[src/rtl/pipe_hazard_ctrl.sv]
// ---------------------------------------------------------------------------
// pipe_hazard_ctrl
//   Hazard unit for a five-stage in-order pipeline. It generates operand
//   forwarding selects, load-use and branch stall/flush controls, and
//   memory-wait stalls with a timeout fault.
//
// Parameters
//   TIMEOUT      memory-wait cycles tolerated before faulting (1..255)
//
// Ports
//   clk, reset             single clock, synchronous active-high reset
//   Rs1D, Rs2D             source registers of the instruction in D
//   Rs1E, Rs2E, RdE        sources and destination of the instruction in E
//   ResultSrcE0            the instruction in E is a load
//   PCSrcE                 taken branch/jump resolved in E
//   RdM, RegWriteM         writeback target/enable of the instruction in M
//   RdW, RegWriteW         writeback target/enable of the instruction in W
//   MemReqM, MemReadyM     data-memory request in M, memory ready
//   StallF/D/E/M           hold PC, IF/ID, ID/EX, EX/MEM registers
//   FlushD/E/W             bubble IF/ID, ID/EX, MEM/WB registers
//   ForwardAE, ForwardBE   ALU operand select (00 RF, 10 from M, 01 from W)
//   MemErr                 sticky memory-timeout fault
//   StallCount             saturating count of cycles with StallF set
// ---------------------------------------------------------------------------
module pipe_hazard_ctrl #(
  parameter int unsigned TIMEOUT = 255
) (
  input  logic        clk,
  input  logic        reset,
  input  logic [4:0]  Rs1D,
  input  logic [4:0]  Rs2D,
  input  logic [4:0]  Rs1E,
  input  logic [4:0]  Rs2E,
  input  logic [4:0]  RdE,
  input  logic        ResultSrcE0,
  input  logic        PCSrcE,
  input  logic [4:0]  RdM,
  input  logic        RegWriteM,
  input  logic [4:0]  RdW,
  input  logic        RegWriteW,
  input  logic        MemReqM,
  input  logic        MemReadyM,
  output logic        StallF,
  output logic        StallD,
  output logic        StallE,
  output logic        StallM,
  output logic        FlushD,
  output logic        FlushE,
  output logic        FlushW,
  output logic [1:0]  ForwardAE,
  output logic [1:0]  ForwardBE,
  output logic        MemErr,
  output logic [15:0] StallCount
);

  typedef enum logic [1:0] {
    S_RUN  = 2'd0,
    S_WAIT = 2'd1,
    S_ERR  = 2'd2
  } state_e;

  localparam logic [8:0] TIMEOUT_CNT = 9'(TIMEOUT);

  state_e      state_q, state_d;
  logic [8:0]  wait_cnt_q, wait_cnt_d;
  logic [15:0] stall_cnt_q, stall_cnt_d;

  logic        lw_stall;
  logic        mem_stall;
  logic        hold_all;

  // M has priority over W because it carries the younger result.
  function automatic logic [1:0] fwd_sel(input logic [4:0] rs,
                                         input logic [4:0] rd_m,
                                         input logic       we_m,
                                         input logic [4:0] rd_w,
                                         input logic       we_w);
    logic [1:0] sel;
    sel = 2'b00;
    if (we_m && (rd_m != 5'd0) && (rd_m == rs)) begin
      sel = 2'b10;
    end else if (we_w && (rd_w != 5'd0) && (rd_w == rs)) begin
      sel = 2'b01;
    end
    return sel;
  endfunction

  assign lw_stall  = ResultSrcE0 && (RdE != 5'd0) && ((RdE == Rs1D) || (RdE == Rs2D));
  // The ready cycle itself is not a stall, so the pipe advances on that edge.
  assign mem_stall = MemReqM && !MemReadyM;
  assign hold_all  = mem_stall || (state_q == S_ERR);

  // State register
  always_ff @(posedge clk) begin
    if (reset) begin
      state_q     <= S_RUN;
      wait_cnt_q  <= 9'd0;
      stall_cnt_q <= 16'd0;
    end else begin
      state_q     <= state_d;
      wait_cnt_q  <= wait_cnt_d;
      stall_cnt_q <= stall_cnt_d;
    end
  end

  // Next-state logic
  always_comb begin
    state_d    = state_q;
    wait_cnt_d = wait_cnt_q;
    unique case (state_q)
      S_RUN: begin
        if (mem_stall) begin
          state_d    = S_WAIT;
          wait_cnt_d = 9'd1;
        end
      end
      S_WAIT: begin
        if (!mem_stall) begin
          state_d    = S_RUN;
          wait_cnt_d = 9'd0;
        end else if (wait_cnt_q == TIMEOUT_CNT) begin
          state_d = S_ERR;
        end else begin
          wait_cnt_d = wait_cnt_q + 9'd1;
        end
      end
      S_ERR: begin
        state_d = S_ERR;
      end
      default: begin
        state_d    = S_RUN;
        wait_cnt_d = 9'd0;
      end
    endcase
  end

  // Output logic
  always_comb begin
    StallF    = 1'b0;
    StallD    = 1'b0;
    StallE    = 1'b0;
    StallM    = 1'b0;
    FlushD    = 1'b0;
    FlushE    = 1'b0;
    FlushW    = 1'b0;
    ForwardAE = 2'b00;
    ForwardBE = 2'b00;
    if (reset) begin
      FlushD = 1'b1;
      FlushE = 1'b1;
      FlushW = 1'b1;
    end else begin
      ForwardAE = fwd_sel(Rs1E, RdM, RegWriteM, RdW, RegWriteW);
      ForwardBE = fwd_sel(Rs2E, RdM, RegWriteM, RdW, RegWriteW);
      if (hold_all) begin
        // E is frozen, so a branch resolved there waits until release.
        StallF = 1'b1;
        StallD = 1'b1;
        StallE = 1'b1;
        StallM = 1'b1;
        FlushW = 1'b1;
      end else if (PCSrcE) begin
        // Squashing D also removes any load-use dependency it had.
        FlushD = 1'b1;
        FlushE = 1'b1;
      end else if (lw_stall) begin
        StallF = 1'b1;
        StallD = 1'b1;
        FlushE = 1'b1;
      end
    end
  end

  always_comb begin
    stall_cnt_d = stall_cnt_q;
    if (StallF && (stall_cnt_q != 16'hFFFF)) begin
      stall_cnt_d = stall_cnt_q + 16'd1;
    end
  end

  assign MemErr     = (state_q == S_ERR);
  assign StallCount = stall_cnt_q;

endmodule

[config.mk]
export PLATFORM = sky130hd
export DESIGN_NAME = pipe_hazard_ctrl
export DESIGN_NICKNAME = d
export VERILOG_FILES = /design/src/rtl/pipe_hazard_ctrl.sv
export SDC_FILE = /design/constraint.sdc
export NUM_CORES = 1
export LEC_CHECK = 0
export CAP_MARGIN = 20
export CORE_ASPECT_RATIO = 1.1
export CORE_MARGIN = 1
export CORE_UTILIZATION = 46
export CTS_BUF_LIST = sky130_fd_sc_hd__clkbuf_4
export CTS_CLUSTER_DIAMETER = 40
export DETAILED_ROUTE_END_ITERATION = 8
export GPL_TIMING_DRIVEN = 0
export HOLD_SLACK_MARGIN = 0.08
export PLACE_DENSITY = 0.83
export SYNTH_ARGS = -nofsm -noshare
export SYNTH_HDL_FRONTEND = slang
export SYNTH_SLANG_ARGS = --single-unit
[constraint.sdc]
create_clock -name clk -period 3.8 [get_ports clk]
set_input_delay 1.14 -clock clk [delete_from_list [all_inputs] [get_ports clk]]
set_output_delay 1.14 -clock clk [all_outputs]
set_load 0.01 [all_outputs]
==> key figures <==
Synthesis
  • Mux cell area share after synthesis: 0.0283
  • Async set-reset flop share out of synthesis: 0
  • Syn Nets: 271
  • EDFF count, synth: 0
  • Compound-Gate Fraction of Synth Area: 0.139
  • FF+latch count, synth: 27
  • Area share of the largest cell type after synthesis: 0.284
  • Mapped cell area: 1900 um2
  • Largest family of logic cells by synthesized area: simple AND/OR/NAND/NOR gates
  • Synth warn: 0
  • Post-synth top area cell: dfxtp_1
  • Post-synthesis simple-gate area fraction: 0.301
  • Xor and xnor area share after synthesis: 0.184
  • Area contributors post-synth: dfxtp_1 28%, xnor2_1 11%, xor2_1 7.4%
  • Average size of a mapped cell: 8.45 um2
  • Most used DFF post-synth: dfxtp_1
  • Seq/Total Area, Yosys: 0.284
  • Cell variety after synth: 46
  • Mapped Cells: 225
  • Synth Area in Adders: 0.0197

Final layout
  • Post-route insts no fill: 356
  • Diodes inserted: 0
  • Commonest non-fill, non-tap cell in the layout: clkdlybuf4s50_1
  • Area growth syn-to-layout: 44.7%
  • Final nets: 351
  • Most frequent cells in the layout: 30 x clkdlybuf4s50_1, 27 x dfxtp_1, 24 x xnor2_1, 21 x nor2_1, 21 x dlygate4sd2_1
  • Fillers: 355
  • Layout cells sized above 1: 0.161

Critical path
  • Reg2reg end: wait_cnt_q[7]$_SDFFE_PP0P_
  • Critical Path Stages: 6
  • Critical path origin: RdM[3]
  • Max incr delay on CP: 0.50 ns
  • Cells along the critical path: dlygate4sd2_1 -> or4_4 -> o21ai_4 -> nor3_2 -> nor4_2 -> buf_2
  • Worst path required time: 2.66 ns
  • Critical-path top delay cell: or4_4
  • Critical Path End Type: output pin
  • R2R depth: 10
  • End point of the critical path: ForwardAE[0]
  • Crit path buf inv count: 2
  • Worst r2r src: wait_cnt_q[0]$_SDFFE_PP0P_
  • Delay-heaviest family, CP: simple AND/OR/NAND/NOR gates
  • Reg2reg setup slack: 1.65 ns
  • Crit Path Class: input pin to output pin
  • Max FO, Critical Path: 4
  • Critical Path Start Type: input pin
  • Arrival time worst endpoint: 2.64 ns

Timing
  • Max Fclk: 265 MHz
  • Setup TNS: 0 ns
  • Clock skew: 0.0121 ns
  • Min Tclk post-route: 3.78 ns
  • Fin crit share: 0.995
  • Finish-stage setup viols: 0
  • Tightest Pin Transition: 0.487 ns
  • Slew headroom: 0.676
  • Max-slew violations: 0
  • Hold Fails Final Rpt: 0

Clock tree
  • Root buf cell: clkbuf_4
  • CTS tree: built
  • Hold buffers post-CTS: 0
  • Worst-path clk slew: 0.15 ns
  • Longest Clk Path Bufs: 2
  • H-tree level count: 1
  • Num CTS Buffers: 3
  • Worst skew pair latency: 0.33 ns
  • Clk sinks: 27

Drt
  • DRT iter0 DRCs: 82
  • Via density: 5.31
  • DRT Pass-1 Iters: 4
  • Post-route DRC: 0
  • DR vias: 1891
  • Drt wl/cell: 13.7 um
  • Antenna Nets Post-Route: 0
  • Routed wire length: 4.87 mm

Global route
  • Gr ovfl total: 0
  • First-pass GRT wire length: 8.04 mm
  • Largest net degree at the start of global routing: 16
  • Initial antenna violation count: 0
  • Vias in the first global route: 1795
  • Total GRT Usage: 0.224

Floorplanning
  • Die footprint: 4400 um2
  • Rows: 24
  • Chip width: 63.3 um
  • Num ports: 71
  • Die height: 69.4 um
  • Initial core utilization: 0.480
  • Core area: 3960 um2

Place
  • Placed wire-length estimate: 3.79 mm
  • I/O Buffers: 70
  • Routability Congestion: 0.823
  • # placed instances: 347

Power
  • P_leak: 1.05 nW
  • Worst IR Drop VDD: 0.000213 V
  • Power Density: 203 nW/um2

Flow run
  • Max-cap violations: 0

Min path
  • Hold crit path type: register to register

Run status
  • Status: finished clean
final cells by class:
class,instances,area (um2),share of cell area
Clock inverter,1,5.00,0.00182
Clock buffer,3,22.5,0.00819
Buffer,8,76.3,0.0277
Sequential cell,27,541,0.196
Inverter,4,15.0,0.00546
Timing Repair Buffer,75,696,0.253
Multi-Input combinational cell,186,1330,0.484
Tap cell,52,65.1,0.0236
where the power goes:
part	internal, mW	leakage, nW	switching [mW]
Sequential	0.286	0.218	0.00273
Clock	0.0395	0.0177	0.0867
Combinational	0.0779	0.818	0.0664
Total	0.403	1.05	0.156
sequential cells by signal (all words and copies together), names as in the netlist:
register,cells
wait_cnt_q,9
StallCount,16
state_q,2
metal layers:
metal	GRT usage	vias to the layer above	routed length [um]
met5	0	-	0
li1	-	974	-
met1	0.284	876	2200
met2	0.386	35	2440
met3	0.0428	6	165
met4	0.0556	0	61
per-stage QoR:
stage | hold slack [ns] | power, mW | area (um2) | util | setup slack [ns]
after CTS | 0.510 | 0.560 | 2710 | 0.684 | -0.0586
after detailed placement | 0.489 | 0.440 | 2670 | 0.673 | -0.894
after global placement | 0.487 | 0.438 | 2670 | 0.673 | -0.851
after floorplan | 0.479 | 0.361 | 1900 | - | 0.157
final | 0.512 | 0.559 | 2750 | 0.694 | 0.0201
after global routing | 0.559 | 0.585 | 2750 | 0.694 | -0.0194
cell families after synthesis:
family                   count (synthesis)
flip-flops                              27
multiplexers                             5
buffers and inverters                   12
adder cells (fa/ha/maj)                  3
AO/OA/AOI/OAI                           39
XOR/XNOR                                40
AND/OR/NAND/NOR                         99
worst min-delay path by stage:
stage / from / endpoint / slack, ns / cells after the start
after floorplan: wait_cnt_q[6]$_SDFFE_PP0P_ / wait_cnt_q[6]$_SDFFE_PP0P_ / 0.48 / 2
after global placement: StallCount[11]$_SDFFE_PP0P_ / StallCount[11]$_SDFFE_PP0P_ / 0.49 / 2
after detailed placement: StallCount[11]$_SDFFE_PP0P_ / StallCount[11]$_SDFFE_PP0P_ / 0.49 / 2
after CTS: StallCount[11]$_SDFFE_PP0P_ / StallCount[11]$_SDFFE_PP0P_ / 0.51 / 2
after global routing: StallCount[11]$_SDFFE_PP0P_ / StallCount[11]$_SDFFE_PP0P_ / 0.56 / 2
final: StallCount[11]$_SDFFE_PP0P_ / StallCount[11]$_SDFFE_PP0P_ / 0.51 / 2
Yosys cell counts (3+ instances only):
cell type and count:
a21oi_1 11, nor2_1 21, nand3_1 14, dfxtp_1 27, nand2_1 14, nand4_1 4
ha_1 3, nor2b_1 3, or3_1 8, xnor2_1 24, and3_1 4, o21ai_1 4
a21oi_2 5, inv_1 4, nor4_1 5, clkbuf_1 3, o31ai_1 7, or4_1 8
xor2_1 16, o21ai_0 4, nor3_1 4, a31oi_1 3
tightest hold or removal path, stage by stage, from the launching register on:
cell	delay, ns
dfxtp_1	0.36
o31ai_1	0.07
a21oi_1	0.06
what timing repair did:
item                                    CTS  global route
buffers inserted                          3             2
resized for setup                        63            22
endpoints found under the setup margin   10             8
pin swaps                                17            11
No activity file was read; power rests on OpenSTA's default activity.
